==> config.mk <==
export PLATFORM = sky130hd
export DESIGN_NAME = operand_fetch_stage
export DESIGN_NICKNAME = d
export VERILOG_FILES = /design/src/rtl/operand_fetch_stage.sv
export SDC_FILE = /design/constraint.sdc
export NUM_CORES = 1
export LEC_CHECK = 0
export CAP_MARGIN = 20
export CORE_UTILIZATION = 50
export CTS_CLUSTER_SIZE = 10
export DETAILED_ROUTE_END_ITERATION = 10
export PLACE_DENSITY = 0.72
export SLEW_MARGIN = 20
export SYNTH_ARGS = -nofsm -noshare
export SYNTH_HDL_FRONTEND = slang
export SYNTH_SLANG_ARGS = --single-unit
==> constraint.sdc <==
create_clock -name clk -period 1.75 [get_ports clk]
set_input_delay 0.35 -clock clk [delete_from_list [all_inputs] [get_ports clk]]
set_output_delay 0.35 -clock clk [all_outputs]
set_load 0.03 [all_outputs]
==> src/rtl/operand_fetch_stage.sv <==
// Decode/operand-fetch stage: register-file read with writeback bypass,
// prefixed or sign-extended immediates, registered outputs with stall and flush.
module operand_fetch_stage #(
    parameter int WIDTH  = 16,
    parameter int NREGS  = 16,
    parameter int PC_REG = 15,
    parameter int BYPASS = 1
) (
    input  logic             clk,
    input  logic             reset,
    input  logic             in_valid,
    output logic             in_ready,
    input  logic [15:0]      in_ir,
    input  logic [WIDTH-1:0] in_pc,
    input  logic             flush,
    input  logic             wb_en,
    input  logic [3:0]       wb_addr,
    input  logic [WIDTH-1:0] wb_data,
    output logic             out_valid,
    input  logic             out_ready,
    output logic [4:0]       out_opcode,
    output logic [1:0]       out_cc,
    output logic [3:0]       out_dest,
    output logic [WIDTH-1:0] out_rd_val,
    output logic [WIDTH-1:0] out_op2_val,
    output logic [WIDTH-1:0] out_pc,
    output logic             out_pre_used
);
    localparam int         PRE_W   = WIDTH - 4;
    localparam logic [4:0] NREGS_L = 5'(NREGS);
    localparam logic [3:0] PC_ADDR = 4'(PC_REG);

    // Handshake: a transfer happens on an edge where valid && ready; a producer
    // holds its payload stable while valid && !ready.

    logic [WIDTH-1:0] regs_q [16];
    logic [WIDTH-1:0] regs_d [16];
    logic [PRE_W-1:0] pre_q, pre_d, pre_src;
    logic             pre_valid_q, pre_valid_d;
    logic             out_valid_q, out_valid_d;
    logic [4:0]       opcode_q, opcode_d;
    logic [1:0]       cc_q, cc_d;
    logic [3:0]       dest_q, dest_d;
    logic [WIDTH-1:0] rd_q, rd_d, op2_q, op2_d, pc_q, pc_d;
    logic             pre_used_q, pre_used_d;
    logic             accept, is_pre, wb_ok;

    function automatic logic [WIDTH-1:0] read_reg(input logic [3:0] a);
        if (a == PC_ADDR)
            return in_pc;
        if ({1'b0, a} >= NREGS_L)
            return '0;
        if (BYPASS != 0 && wb_en && wb_addr == a)
            return wb_data;
        return regs_q[a];
    endfunction

    assign wb_ok = wb_en && ({1'b0, wb_addr} < NREGS_L) && (wb_addr != PC_ADDR);

    always_comb begin
        regs_d = regs_q;
        if (wb_ok)
            regs_d[wb_addr] = wb_data;
    end

    always_comb begin
        in_ready    = !out_valid_q || out_ready;
        accept      = in_valid && in_ready;
        is_pre      = (in_ir[15:14] == 2'b11);
        pre_src     = pre_valid_q ? pre_q : '0;
        pre_d       = pre_q;
        pre_valid_d = pre_valid_q;
        out_valid_d = out_valid_q;
        opcode_d    = opcode_q;
        cc_d        = cc_q;
        dest_d      = dest_q;
        rd_d        = rd_q;
        op2_d       = op2_q;
        pc_d        = pc_q;
        pre_used_d  = pre_used_q;
        // Flush wins over a simultaneous accept, which is silently dropped.
        if (flush) begin
            out_valid_d = 1'b0;
            pre_valid_d = 1'b0;
        end else if (accept && is_pre) begin
            pre_d       = PRE_W'({pre_src, in_ir[11:0]});
            pre_valid_d = 1'b1;
            out_valid_d = 1'b0;
        end else if (accept) begin
            out_valid_d = 1'b1;
            opcode_d    = in_ir[15:11];
            cc_d        = in_ir[10:9];
            dest_d      = in_ir[7:4];
            pc_d        = in_pc;
            rd_d        = read_reg(in_ir[7:4]);
            pre_used_d  = 1'b0;
            if (!in_ir[8]) begin
                op2_d = read_reg(in_ir[3:0]);
            end else if (pre_valid_q) begin
                op2_d       = {pre_q, in_ir[3:0]};
                pre_used_d  = 1'b1;
                pre_valid_d = 1'b0;
            end else begin
                op2_d = {{(WIDTH-4){in_ir[3]}}, in_ir[3:0]};
            end
        end else if (in_ready) begin
            out_valid_d = 1'b0;
        end
    end

    always_ff @(posedge clk or negedge reset) begin
        if (!reset) begin
            for (int i = 0; i < 16; i++)
                regs_q[i] <= '0;
            pre_q       <= '0;
            pre_valid_q <= 1'b0;
            out_valid_q <= 1'b0;
            opcode_q    <= '0;
            cc_q        <= '0;
            dest_q      <= '0;
            rd_q        <= '0;
            op2_q       <= '0;
            pc_q        <= '0;
            pre_used_q  <= 1'b0;
        end else begin
            regs_q      <= regs_d;
            pre_q       <= pre_d;
            pre_valid_q <= pre_valid_d;
            out_valid_q <= out_valid_d;
            opcode_q    <= opcode_d;
            cc_q        <= cc_d;
            dest_q      <= dest_d;
            rd_q        <= rd_d;
            op2_q       <= op2_d;
            pc_q        <= pc_d;
            pre_used_q  <= pre_used_d;
        end
    end

    assign out_valid    = out_valid_q;
    assign out_opcode   = opcode_q;
    assign out_cc       = cc_q;
    assign out_dest     = dest_q;
    assign out_rd_val   = rd_q;
    assign out_op2_val  = op2_q;
    assign out_pc       = pc_q;
    assign out_pre_used = pre_used_q;
endmodule

# Word level (Yosys, flattened, before mapping)
# Cells that the tools add are included.
word_totals:
  regBits: 330
  latch_bits: 0
  ramBits: 0
  rom_bits: 0
  inputBits: 58
  output_inout_bits: 62
  wordCells: 104
  n_memories: 0
op_classes:
  add_sub_neg: 0
  multipliers: 0
  n_div: 0
  order_cmp: 4
  n_eq_ne: 6
  shifts: 0
  mux: 49
  bitwise: 5
  n_reduce_logical: 14
op_table:
  columns: ["cell", "n"]
  rows:
  - ["bitwise mux 256 bit", 1]
  - ["2-to-1 mux 16 bit", 15]
  - ["binary-select mux 16 bit (select 4 bit)", 2]
  - ["demux 16 bit (select 4 bit)", 1]
  - ["2-to-1 mux 1 bit", 30]
  - [">= comparator 5 bit (second input constant)", 3]
  - ["inverter 4 -> 5 bit", 3]
  - ["== test 4 bit", 2]
  - ["== test 4 bit (second input constant)", 2]
  - ["logical AND 1 bit", 6]
  - ["nonzero test 3 bit", 2]
  - ["< comparator 5 x 1 -> 1 bit (second input constant)", 1]
  - ["inequality test 4 bit (second input constant)", 1]
  - ["AND reduction 2 bit", 2]
  - ["nonzero test 4 bit", 1]
  - ["AND reduction 3 bit", 1]
  - ["== test 2 bit (second input constant)", 1]
  - ["inverter 1 bit", 2]
  - ["zero test 1 bit", 1]
  - ["logical OR 1 bit", 1]

# Depth between registers and ports, before layout
logic_depth:
  depth_word: 14
  mapped_depth: 9
  ltp_nobuf: 5

# Least setup slack after synthesis
# No wires, ideal clock.
synth_path:
  kind: "register -> register"
  startpoint: "register out_valid_q (netlist: out_valid)"
  endpoint: "register op2_q[11] (netlist: out_op2_val[11])"
  setup_time_ns: 0.138
  arrival_ns: 1.817
  slack_ns: -0.205
  path_stages_with_launch: 8
  n_path_buf: 2
  period_less_slack_ns: 1.955
  cell_sequence: "dfrtp_1 > nand2b_1 > buf_2 > or3b_1 > buf_2 > a211oi_1 > o2111a_1 > a211oi_1"
synth_between:
  elab_chain_len: 6
synth_rtl:
  columns: ["element", "line_no", "source"]
  rows:
  - ["from (decl)", "40", "logic out_valid_q, out_valid_d;"]
  - ["from (signal assigned)", "129", "out_valid_q <= out_valid_d;"]
  - ["zero test 1 bit (*)", "67", "in_ready = !out_valid_q || out_ready;"]
  - ["logical OR 1 bit (*)", "67", null]
  - ["net in_ready", "12", "output logic in_ready,"]
  - ["logical AND 1 bit (*)", "68", "accept = in_valid && in_ready;"]
  - ["logical AND 1 bit", "85", "end else if (accept && is_pre) begin"]
  - ["inverter 1 bit (no line)", null, null]
  - ["AND reduction 3 bit (no line) (*)", null, null]
  - ["to (signal assigned)", "134", "op2_q <= op2_d;"]
  - ["to (decl)", "44", "logic [WIDTH-1:0] rd_q, rd_d, op2_q, op2_d, pc_q, pc_d;"]
# Mark *: on every way through the listed nets, which the timed path passes. The rest lies on a longest branch.
# A chain may end at the register's enable or synchronous reset.

# Final worst setup path
layout_path:
  startpoint: "register regs_q[146] (netlist name)"
  endpoint: "register op2_q[2] (netlist: out_op2_val[2])"
layout_between:
  elab_chain_len: 6
layout_rtl:
  columns: ["element", "line_no", "source"]
  rows:
  - ["from (decl)", "36", "logic [WIDTH-1:0] regs_q [16];"]
  - ["from (signal assigned)", "126", "regs_q <= regs_d;"]
  - ["binary-select mux 16 bit (select 4 bit)", "55", "return regs_q[a];"]
  - ["2-to-1 mux 16 bit (not written as such) (2 in a row)", "55", null]
  - ["2-to-1 mux 16 bit", "55", null]
  - ["2-to-1 mux 16 bit", "51", "if ({1'b0, a} >= NREGS_L)"]
  - ["2-to-1 mux 16 bit", "97", "if (!in_ir[8]) begin"]
# No other way between the ends. The select of a mux whose other input is x is not followed.

==> results by group <==
CTS
  • Clock sink total: 330
  • Max Root-Sink Buffers: 3
  • H-tree depth: 2
  • TritonCTS clock tree: done
  • CTS Buf Count: 39
  • Clock transition at the registers of the reported paths: 60 ps
  • Clk_lat worst skew: 550 ps
  • CTS root buf: clkbuf_16

Drt
  • Wire length per cell: roughly 24 µm
  • First-pass DRT Iterations: 5
  • Avg Vias per Cell: roughly 6.2
  • Met3 routed WL: about 3600 µm
  • Final wirelength: about 50000 µm
  • DRC viols: 0
  • Vias post-DR: between 10000 and 15000
  • M1 WL: 20600 µm
  • Post-route ant nets: 0
  • Top routing layer used: met4
  • Met2 wire length: around 24000 µm
  • Initial DRC Count: just over 900

Synthesis
  • Ys async rst share: 100%
  • Synth Instances: 1364
  • Warnings, synthesis: 0
  • Ys flop type: dfrtp_1
  • Netlist cell types: 45
  • Area of the mapped netlist: ~0.017 mm²
  • Syn_nets: between 1000 and 1500
  • Seq/Total Area, Yosys: around 48%
  • Synth Register Bits: 330
  • EDFF count, synth: 0
  • Post-synthesis area per instance: between 10 and 15 µm²

Hold path
  • Hold depth: 4
  • Worst hold path class: primary input to register

Critical path
  • CP arrival: between 2000 and 2500 ps
  • Depth of the worst register-to-register path: 5
  • CP endpoint kind: register
  • Setup CP Type: register to register
  • CP startpoint kind: register
  • Crit Path Max Fanout: 2
  • Worst Path Required: approximately 2200 ps

STA
  • Setup ws final: 5.43 ps
  • Fmax: 0.573 GHz
  • Tcrit/Tclk final: 99.7%
  • Final Setup Violations: 0
  • Hold Vio Cnt, Final: 0
  • Final clock skew: 14.7 ps
  • RSZ-0062 raised after global routing: true
  • Slew headroom: around 63%
  • Max-slew violations: 0
  • Tmin final: approximately 1700 ps
  • Worst Max-Slew Pin Slew: ~560 ps

Global routing
  • First-pass GRT wire length: 76900 µm
  • Vias in the first global route: approximately 13000
  • Initial antenna violation count: 0
  • Largest net degree at the start of global routing: 63
  • GRT Total Usage: between 20% and 30%
  • Total congestion overflow: 0

Place
  • Setup WS pre-CTS: -589 ps
  • HPWL after DPL: between 30000 and 40000 µm
  • Placed Cells: 1997
  • RePlAce Congestion: ~0.9
  • Port Buffers: ~120

Power and ir drop
  • LEAKAGE: 9.57 nW
  • PwrDens: roughly 1100 mW/mm²
  • VDD IR max: 0.722 mV

Die
  • Core region area: between 0.03 and 0.04 mm²
  • Die height: about 190 µm
  • Starting Density: 51.1%
  • Die area: ~0.035 mm²
  • # IOs: 120
  • # rows: 67
  • Die span in x: roughly 190 µm

Layout
  • Antenna Cells: 0
  • Area grow syn2layout: 25.9%
  • Commonest non-fill, non-tap cell in the layout: dfrtp_1
  • NumNets Final: roughly 1700
  • # fillers: between 2000 and 2500
  • Layout Cells excl Fill: around 2100
  • Layout cell share with drive strength beyond 1: approximately two fifths
  • Post-layout util: between 60 and 70%
  • Commonest non-fill, non-tap cells in the layout: 329 x dfrtp_1, 209 x mux2_2, 157 x buf_4

Run
  • Max_cap viols: 0

Status
  • Status: complete, no violations
cell families (layout without fill, tap and decap cells):
| kind of cell | Yosys count | after routing | synth area share (%) |
|---|---|---|---|
| AND/OR/NAND/NOR | 272 | 273 | 6.94 |
| AO/OA/AOI/OAI | 209 | 209 | 8.23 |
| XOR/XNOR | 8 | 8 | 0.408 |
| buffers and inverters | 144 | 385 | 4.24 |
| multiplexers | 401 | 401 | 32.1 |
| flip-flops | 330 | 330 | 48.1 |
layout make-up:
type	instances	area, µm²	area share (%)
multi-input cells	891	8420	39.0
flip-flops and latches	330	8260	38.2
inverters	7	26.3	0.122
repair buffers	331	3310	15.3
clock inverters	4	35.0	0.162
well taps	448	561	2.60
clock buffers	43	991	4.59
per-stage QoR:
stage	area, µm²	hold WS (ps)	power [W]	setup TNS [ps]
2_1_floorplan	17300	54.4	0.0141	-1590
3_3_place_gp	20400	245	0.0164	-117950
3_5_place_dp	20400	247	0.0167	-124000
4_1_cts	21400	283	0.0236	0
5_1_grt	21600	249	0.0246	-264
6_report	21600	195	0.0236	0
synthesized netlist by cell type (2+ instances only):
library cell    n  area (µm²)
dfrtp_1       330        8260
mux2_2        209        2350
nand2_1       152         571
mux4_2         96        2160
mux2i_1        76         761
o22ai_1        64         400
clkbuf_1       61         229
nor2_1         60         225
o21ai_0        52         260
buf_2          51         255
a211oi_1       29         218
mux2_1         20         225
a21oi_1        17        85.1
nor3_1         16        80.1
o221a_1        16         180
nand3_1        12        60.1
o21bai_1       12        90.1
buf_6          11         124
buf_1           7        26.3
inv_1           6        22.5
nand2b_1        6        37.5
nand3b_1        6        45.0
xor2_1          6        52.6
buf_4           5        37.5
nor3b_1         5        37.5
o2111a_1        5        56.3
a211o_1         4        35.0
o221ai_1        4        35.0
o32ai_1         3        26.3
or3_1           3        18.8
and3_1          2        12.5
buf_8           2        30.0
nand4_2         2        25.0
or3b_1          2        17.5
xnor2_1         2        17.5
registers in the layout, summed over array words and instances (netlist names):
signal,count
out_dest,4
out_pc,16
regs_q,256
out_opcode,5
out_op2_val,16
out_valid,1
pre_q,12
pre_valid_q,1
out_pre_used,1
out_rd_val,16
out_cc,2
path summary, 6_finish.rpt:
| check | from | end | slack (ps) |
|---|---|---|---|
| max in group asynchronous | reset | regs_q[161]$_DFFE_PN0P_ | 750 |
| worst min-delay path | in_ir[14] | out_opcode[3]$_DFFE_PN0P_ | 200 |
| min in group asynchronous | reset | out_dest[1]$_DFFE_PN0P_ | 280 |
| worst max register to register | regs_q[146]$_DFFE_PN0P_ | out_op2_val[2]$_DFFE_PN0P_ | 5 |
| worst min register to register | regs_q[8]$_DFFE_PN0P_ | regs_q[8]$_DFFE_PN0P_ | 400 |
| worst max-delay path | regs_q[146]$_DFFE_PN0P_ | out_op2_val[2]$_DFFE_PN0P_ | 5 |
layer usage:
metal | track usage, % | up-vias
met2 | 45.5 | 553
met4 | 9.36 | 0
met5 | 0 | -
li1 | - | 5528
met3 | 5.16 | 97
met1 | 39.4 | 6526
worst max-delay path, cell delays in order (launching register included):
cell and delay [ps]:
dfrtp_1 380, mux4_2 530, a211o_1 320, a211oi_2 180, buf_4 140, o32ai_1 70
report_power, final:
part / total, W / internal [W] / switching, W
clock: 0.00702 / 0.00398 / 0.00303
combinational: 0.00612 / 0.00327 / 0.00285
sequential: 0.0104 / 0.00926 / 0.00119
what timing repair did:
action,in CTS,in global routing
endpoints found under the hold margin,42,0
resized for setup,69,38
setup endpoints to repair,72,38
hold buffers,1,0
gates cloned,0,2
buffers inserted,2,6
pin swaps,7,8
Note: power is estimated with default switching activity, not from simulation.
